<file path="src/rtl/alu_result_collector.sv">
// Captures my_alu's registered result one cycle after issue, tags it with the issued opcode,
// and queues it in a DEPTH-entry FIFO for a valid/ready consumer, with saturating event counters.
module alu_result_collector #(
    parameter int NUMBITS = 32,
    parameter int DEPTH   = 8,
    parameter int CNT_W   = 16
) (
    input  logic                     clk,
    input  logic                     reset,
    input  logic                     issue_valid,
    input  logic [2:0]               issue_opcode,
    input  logic [NUMBITS-1:0]       alu_result,
    input  logic                     alu_carryout,
    input  logic                     alu_overflow,
    input  logic                     alu_zero,
    output logic                     out_valid,
    input  logic                     out_ready,
    output logic [NUMBITS-1:0]       out_result,
    output logic [2:0]               out_opcode,
    output logic [2:0]               out_flags,
    output logic [$clog2(DEPTH):0]   fifo_count,
    output logic                     full,
    output logic [CNT_W-1:0]         carry_cnt,
    output logic [CNT_W-1:0]         ovf_cnt,
    output logic [CNT_W-1:0]         drop_cnt,
    output logic                     drop_sticky
);
    localparam int AW = $clog2(DEPTH);
    localparam logic [AW:0]      DEPTH_C = (AW+1)'(DEPTH);
    localparam logic [CNT_W-1:0] CNT_MAX = {CNT_W{1'b1}};

    typedef struct packed {
        logic [2:0]         op;
        logic               carry;
        logic               ovf;
        logic               zero;
        logic [NUMBITS-1:0] res;
    } entry_t;

    entry_t          mem [DEPTH];
    entry_t          head;
    entry_t          cap_entry;
    logic            cap_v;
    logic [2:0]      cap_op;
    logic [AW-1:0]   wr_ptr, rd_ptr;
    logic [AW:0]     count;
    logic            pop, push, drop;

    assign out_valid  = (count != '0);
    assign pop        = out_valid && out_ready;
    // A full FIFO can still take the capture when the head leaves this same cycle.
    assign push       = cap_v && ((count != DEPTH_C) || pop);
    assign drop       = cap_v && !push;
    assign cap_entry  = '{op: cap_op, carry: alu_carryout, ovf: alu_overflow,
                          zero: alu_zero, res: alu_result};

    assign head       = mem[rd_ptr];
    assign out_result = out_valid ? head.res : '0;
    assign out_opcode = out_valid ? head.op  : '0;
    assign out_flags  = out_valid ? {head.carry, head.ovf, head.zero} : '0;
    assign fifo_count = count;
    assign full       = (count == DEPTH_C);

    always_ff @(posedge clk) begin
        if (push) mem[wr_ptr] <= cap_entry;
    end

    always_ff @(posedge clk) begin
        if (reset) begin
            cap_v       <= 1'b0;
            cap_op      <= '0;
            wr_ptr      <= '0;
            rd_ptr      <= '0;
            count       <= '0;
            carry_cnt   <= '0;
            ovf_cnt     <= '0;
            drop_cnt    <= '0;
            drop_sticky <= 1'b0;
        end else begin
            cap_v  <= issue_valid;
            cap_op <= issue_opcode;
            if (push) wr_ptr <= wr_ptr + 1'b1;
            if (pop)  rd_ptr <= rd_ptr + 1'b1;
            if (push && !pop)      count <= count + 1'b1;
            else if (pop && !push) count <= count - 1'b1;
            if (push && alu_carryout && carry_cnt != CNT_MAX) carry_cnt <= carry_cnt + 1'b1;
            if (push && alu_overflow && ovf_cnt != CNT_MAX)   ovf_cnt   <= ovf_cnt + 1'b1;
            if (drop) begin
                drop_sticky <= 1'b1;
                if (drop_cnt != CNT_MAX) drop_cnt <= drop_cnt + 1'b1;
            end
        end
    end
endmodule

</file>
<file path="config.mk">
export PLATFORM = sky130hd
export DESIGN_NAME = alu_result_collector
export DESIGN_NICKNAME = d
export VERILOG_FILES = /design/src/rtl/alu_result_collector.sv
export SDC_FILE = /design/constraint.sdc
export NUM_CORES = 1
export LEC_CHECK = 0
export CAP_MARGIN = 20
export CELL_PAD_IN_SITES_DETAIL_PLACEMENT = 2
export CELL_PAD_IN_SITES_GLOBAL_PLACEMENT = 2
export CORE_UTILIZATION = 40
export CTS_BUF_LIST = sky130_fd_sc_hd__clkbuf_4
export DETAILED_ROUTE_END_ITERATION = 6
export PLACE_DENSITY_LB_ADDON = 0.1
export RECOVER_POWER = 50
export SLEW_MARGIN = 20
export SYNTH_ARGS = -nofsm -noshare
export SYNTH_HDL_FRONTEND = slang
export SYNTH_SLANG_ARGS = --single-unit
</file>
<file path="constraint.sdc">
create_clock -name clk -period 5.05 [get_ports clk]
set_input_delay 0.505 -clock clk [delete_from_list [all_inputs] [get_ports clk]]
set_output_delay 0.505 -clock clk [all_outputs]
set_load 0.03 [all_outputs]
</file>
# After elaboration in Yosys (flattened, before gate mapping)
# Memories as Yosys holds them, arrays and structs flattened. A register that Yosys moved wholly into a read port is not among the register bits.
# Cells that the tools add are included.
# word_totals
register_bits	63
wordCells	46
output_inout_bits	93
mem_count	1
ramBits	304
# memory_table
name	words	width	read_ports	rd_clocked_by_memory_dff	write_ports	line_no	source
mem	8	38	1	1	1	40	entry_t mem [DEPTH];
# classes
mux	9
n_eq_ne	5
n_addsub	7
n_reduce_logical	15
# op_table
operator	n
adder 16 x 1 -> 16 bit (second input constant)	3
inequality test 16 bit (second input constant)	3
two-way mux 32 bit	1
two-way mux 3 bit	4
logical AND 1 bit	9
two-way mux 4 bit	2
adder 3 x 1 -> 3 bit (second input constant)	2
adder 4 x 1 -> 4 bit (second input constant)	1
equality test 4 bit (second input constant)	1
inequality test 4 bit (second input constant)	1
nonzero test 4 bit	1
subtractor 4 x 1 -> 4 bit (second input constant)	1
zero test 1 bit	2
two-way mux 1 bit	2
AND reduction 2 bit	1
nonzero test 2 bit	1
logical OR 1 bit	1

# Logic depth before layout (Yosys ltp)
# logic_depth
word_depth	8
depth_mapped	12
depth_no_buf	11

# Worst setup path before layout
# No wires, ideal clock.
# synth_path
path_kind	register to register
start	register count[0] (netlist: fifo_count[0])
end	memory mem[0][0] (netlist bit), enable pin
t_required_ns	4.522
slack_ns	-0.316
n_path_buf	2
setup_time_ns	0.528
path_stages_with_launch	6
arrival_ns	4.838
cell_sequence	dfxtp_1 or4b_1 buf_2 o21ai_0 buf_2 nor4_1
# synth_between
elab_chain_cells	6
# synth_rtl
element	line_no	source
from (decl)	46	logic [AW:0] count;
from (signal assigned)	84	if (push && !pop) count <= count + 1'b1;
from (signal assigned)	85	else if (pop && !push) count <= count - 1'b1;
nonzero test 4 bit	49	assign out_valid = (count != '0);
logical AND 1 bit	50	assign pop = out_valid && out_ready;
logical OR 1 bit (*)	52	assign push = cap_v && ((count != DEPTH_C) || pop);
logical AND 1 bit (*)	52	
two-way mux 1 bit (*)	65	if (push) mem[wr_ptr] <= cap_entry;
two-way mux 1 bit (not written as such) (*)	65	
to (decl)	40	
# Every way passes the cells marked *; elsewhere a longest branch is shown, timed or not.

==> results.py <==
metrics = {
    "grt": {
        "grt_pass1_wl_mm": 57.7,
        "grt-ovfl-total": 0,
        "antenna_found_initial": 4,
        "grt_pass1_vias": 9667,
        "grt_max_degree": 66,
        "grtUsageTotal": 0.211,
    },
    "power": {
        "power_density_nw_per_um2": 440,
        "clkPwrFrac": 0.341,
        "pwr-share-seq": 0.446,
        "internal_power_mw": 5.49,
        "switching_power_mw": 2.35,
        "ir_drop_uv": 205,
        "switching_share": 0.300,
        "pwr-share-comb": 0.213,
        "p_leak_nw": 5.81,
    },
    "floorplanning": {
        "io-pin-count": 135,
        "start_util": 0.408,
        "dieArea_um2": 37300,
        "fp-row-count": 69,
        "fp.dieW_um": 193,
        "die_h_um": 193,
        "core-area_um2": 35700,
    },
    "placed_design": {
        "hpwl_mm": 22.5,
        "place_congestion": 0.750,
        "preCtsSetupSlack_ns": 1.13,
        "place.port_buffers": 134,
        "dp_cells": 1418,
    },
    "clocking": {
        "clk_latency_ns": 0.78,
        "post_cts_resize_count": 0,
        "clock_sinks": 370,
        "htree_levels": 3,
        "post-cts-setup-buffer-count": 0,
        "root_buffer": "clkbuf_4",
        "cts_tree": "yes",
        "cts_buffers": 97,
        "ctsLongestPathBuffers": 3,
        "cts.clk_slew.worst_paths_ns": 0.07,
        "cts_hold_buf": 0,
    },
    "sta": {
        "period_share": 0.791,
        "final.setup.tns_ns": 0,
        "period_needed_ns": 4.00,
        "rsz0062_at_grt": "false",
        "max_freq_mhz": 250,
        "tightest_slew_ns": 3.03,
        "slew_violations": 66,
        "slew-limit-headroom": -1.02,
        "clock_skew_ns": 0.0491,
        "setup_slack_ns": 1.05,
        "setup_viol": 0,
        "hold_violations": 0,
    },
    "critical_path": {
        "r2r_slack_ns": 1.16,
        "cp.required_ns": 4.55,
        "crit_fanout": 36,
        "worstSetupEndpointType": "output pin",
        "setup.worst_path.start_class": "register",
        "r2r_start": "fifo_count[0]",
        "arrival_ns": 3.49,
        "crit_type": "register to output pin",
    },
    "yosys": {
        "synth_edf_count": 304,
        "yosysTopAreaCell": "edfxtp_1",
        "postSynthCellCount": 846,
        "syn_nets": 897,
        "synth-async-reset-ratio": 0,
        "yosysSeqAreaShare": 0.716,
        "ys.flop_type": "edfxtp_1",
        "synth_area_leaders": "edfxtp_1, mux4_2, dfxtp_1",
        "synth.distinct_cells": 48,
        "synth_seq_cells": 370,
        "synth.avg_cell_area_um2": 17.3,
        "yosys_warnings": 0,
        "synth_area_um2": 14600,
        "synth.top_cell.area_share": 0.625,
    },
    "routing": {
        "drt-initial-drc-count": 424,
        "wl_per_cell_um": 23.7,
        "dr.pass1.iters": 7,
        "vias": 8438,
        "avgViaCountPerCell": 5.29,
        "wirelength_mm": 37.8,
        "antenna_left": 0,
        "drcViolationCount": 9,
    },
    "layout": {
        "nets": 1107,
        "nFillCells": 3326,
        "final_core_util": 0.499,
        "final_cell_mix": "edfxtp_1, clkbuf_4, nor2_1, mux4_2, dlygate4sd3_1",
        "area_growth_pct": 22.2,
        "drive_gt1_frac": 0.235,
        "stdcell_count": 1595,
        "mostFrequentLayoutCell": "edfxtp_1",
    },
    "hold_path": {
        "hp-class": "input pin to register",
        "worstHoldStart": "issue_opcode[1]",
    },
    "outcome": {
        "violations": "design-rule violations, max-capacitance violations, max-slew violations",
        "status": "complete, but fails checks",
    },
    "job": {
        "drv_cap": 1,
    },
}
[logic make-up after synthesis]
| group | count (synthesis) | synth area share |
|---|---|---|
| multiplexers | 118 | 0.146 |
| adder cells (fa/ha/maj) | 9 | 0.00823 |
| buffers and inverters | 49 | 0.0133 |
| AO/OA/AOI/OAI | 46 | 0.0211 |
| flip-flops | 370 | 0.716 |
| AND/OR/NAND/NOR | 214 | 0.0715 |
| XOR/XNOR | 40 | 0.0240 |
[synth_stat cells, drive strengths merged (5+ instances only)]
master  count
a21oi      14
and2        5
and3        9
buf        19
clkbuf     20
dfxtp      66
edfxtp    304
ha          8
inv        10
mux2i      41
mux4       76
nand2      22
nand3      16
nand4      12
nor2       96
nor2b       6
nor3       13
nor4       13
o21ai      10
or3         7
xnor2      29
xor2       11
[per-stage QoR]
stage          power (mW)  instance area (µm²)  hold slack (ns)
2_1_floorplan        4.57                14600            0.454
3_3_place_gp         5.22                16600            0.461
3_5_place_dp         5.27                16600            0.466
4_1_cts              7.99                17800            0.231
5_1_grt              8.22                17800            0.255
6_report             7.84                17800            0.333
[critical path, stage by stage, from the launching register on]
cell and delay [ns]:
dfxtp_4 0.83, buf_12 0.34, mux4_2 0.56, mux2i_1 0.25, nor2_1 0.09, clkdlybuf4s50_1 0.63
[layout make-up]
type / instances / area [µm²] / area share
tap: 461 / 577 / 0.0323
sequential: 370 / 10500 / 0.586
timing repair buffer: 150 / 1490 / 0.0835
multi-input combinational: 427 / 4020 / 0.225
clock inverter: 35 / 198 / 0.0111
inverter: 10 / 37.5 / 0.00210
antenna: 1 / 2.50 / 0.000140
clock buffer: 141 / 1060 / 0.0593
[sequential cells by signal, indices dropped and copies added (netlist names), named ones only]
name and flops:
mem 304, fifo_count 4, wr_ptr 3, cap_v 1, ovf_cnt 16, rd_ptr 3
drop_cnt 16, cap_op 3, carry_cnt 16, drop_sticky 1
[power groups by stage]
| stage | Clock (mW) | Combinational [mW] | Sequential, mW |
|---|---|---|---|
| after floorplan | 0 | 1.08 | 3.49 |
| after global placement | 0 | 1.65 | 3.57 |
| after detailed placement | 0 | 1.70 | 3.57 |
| after CTS | 2.77 | 1.71 | 3.51 |
| after global routing | 2.92 | 1.79 | 3.52 |
| final | 2.67 | 1.67 | 3.50 |
[routing by layer]
metal / share of wire / global-route usage / vias up
li1: - / - / 3801
met1: 0.42 / 0.256 / 4355
met2: 0.52 / 0.368 / 226
met3: 0.045 / 0.0478 / 56
met4: 0.018 / 0.0721 / 0
met5: 0 / 0 / -
[final timing paths]
| kind | to | cells past startpoint |
|---|---|---|
| worst min-delay path | cap_op[1] | 2 |
| worst max-delay path | out_result[5] | 5 |
| worst max register to register | fifo_count[3] | 11 |
| worst min register to register | drop_sticky | 2 |
No activity file was read; power rests on OpenSTA's default activity.
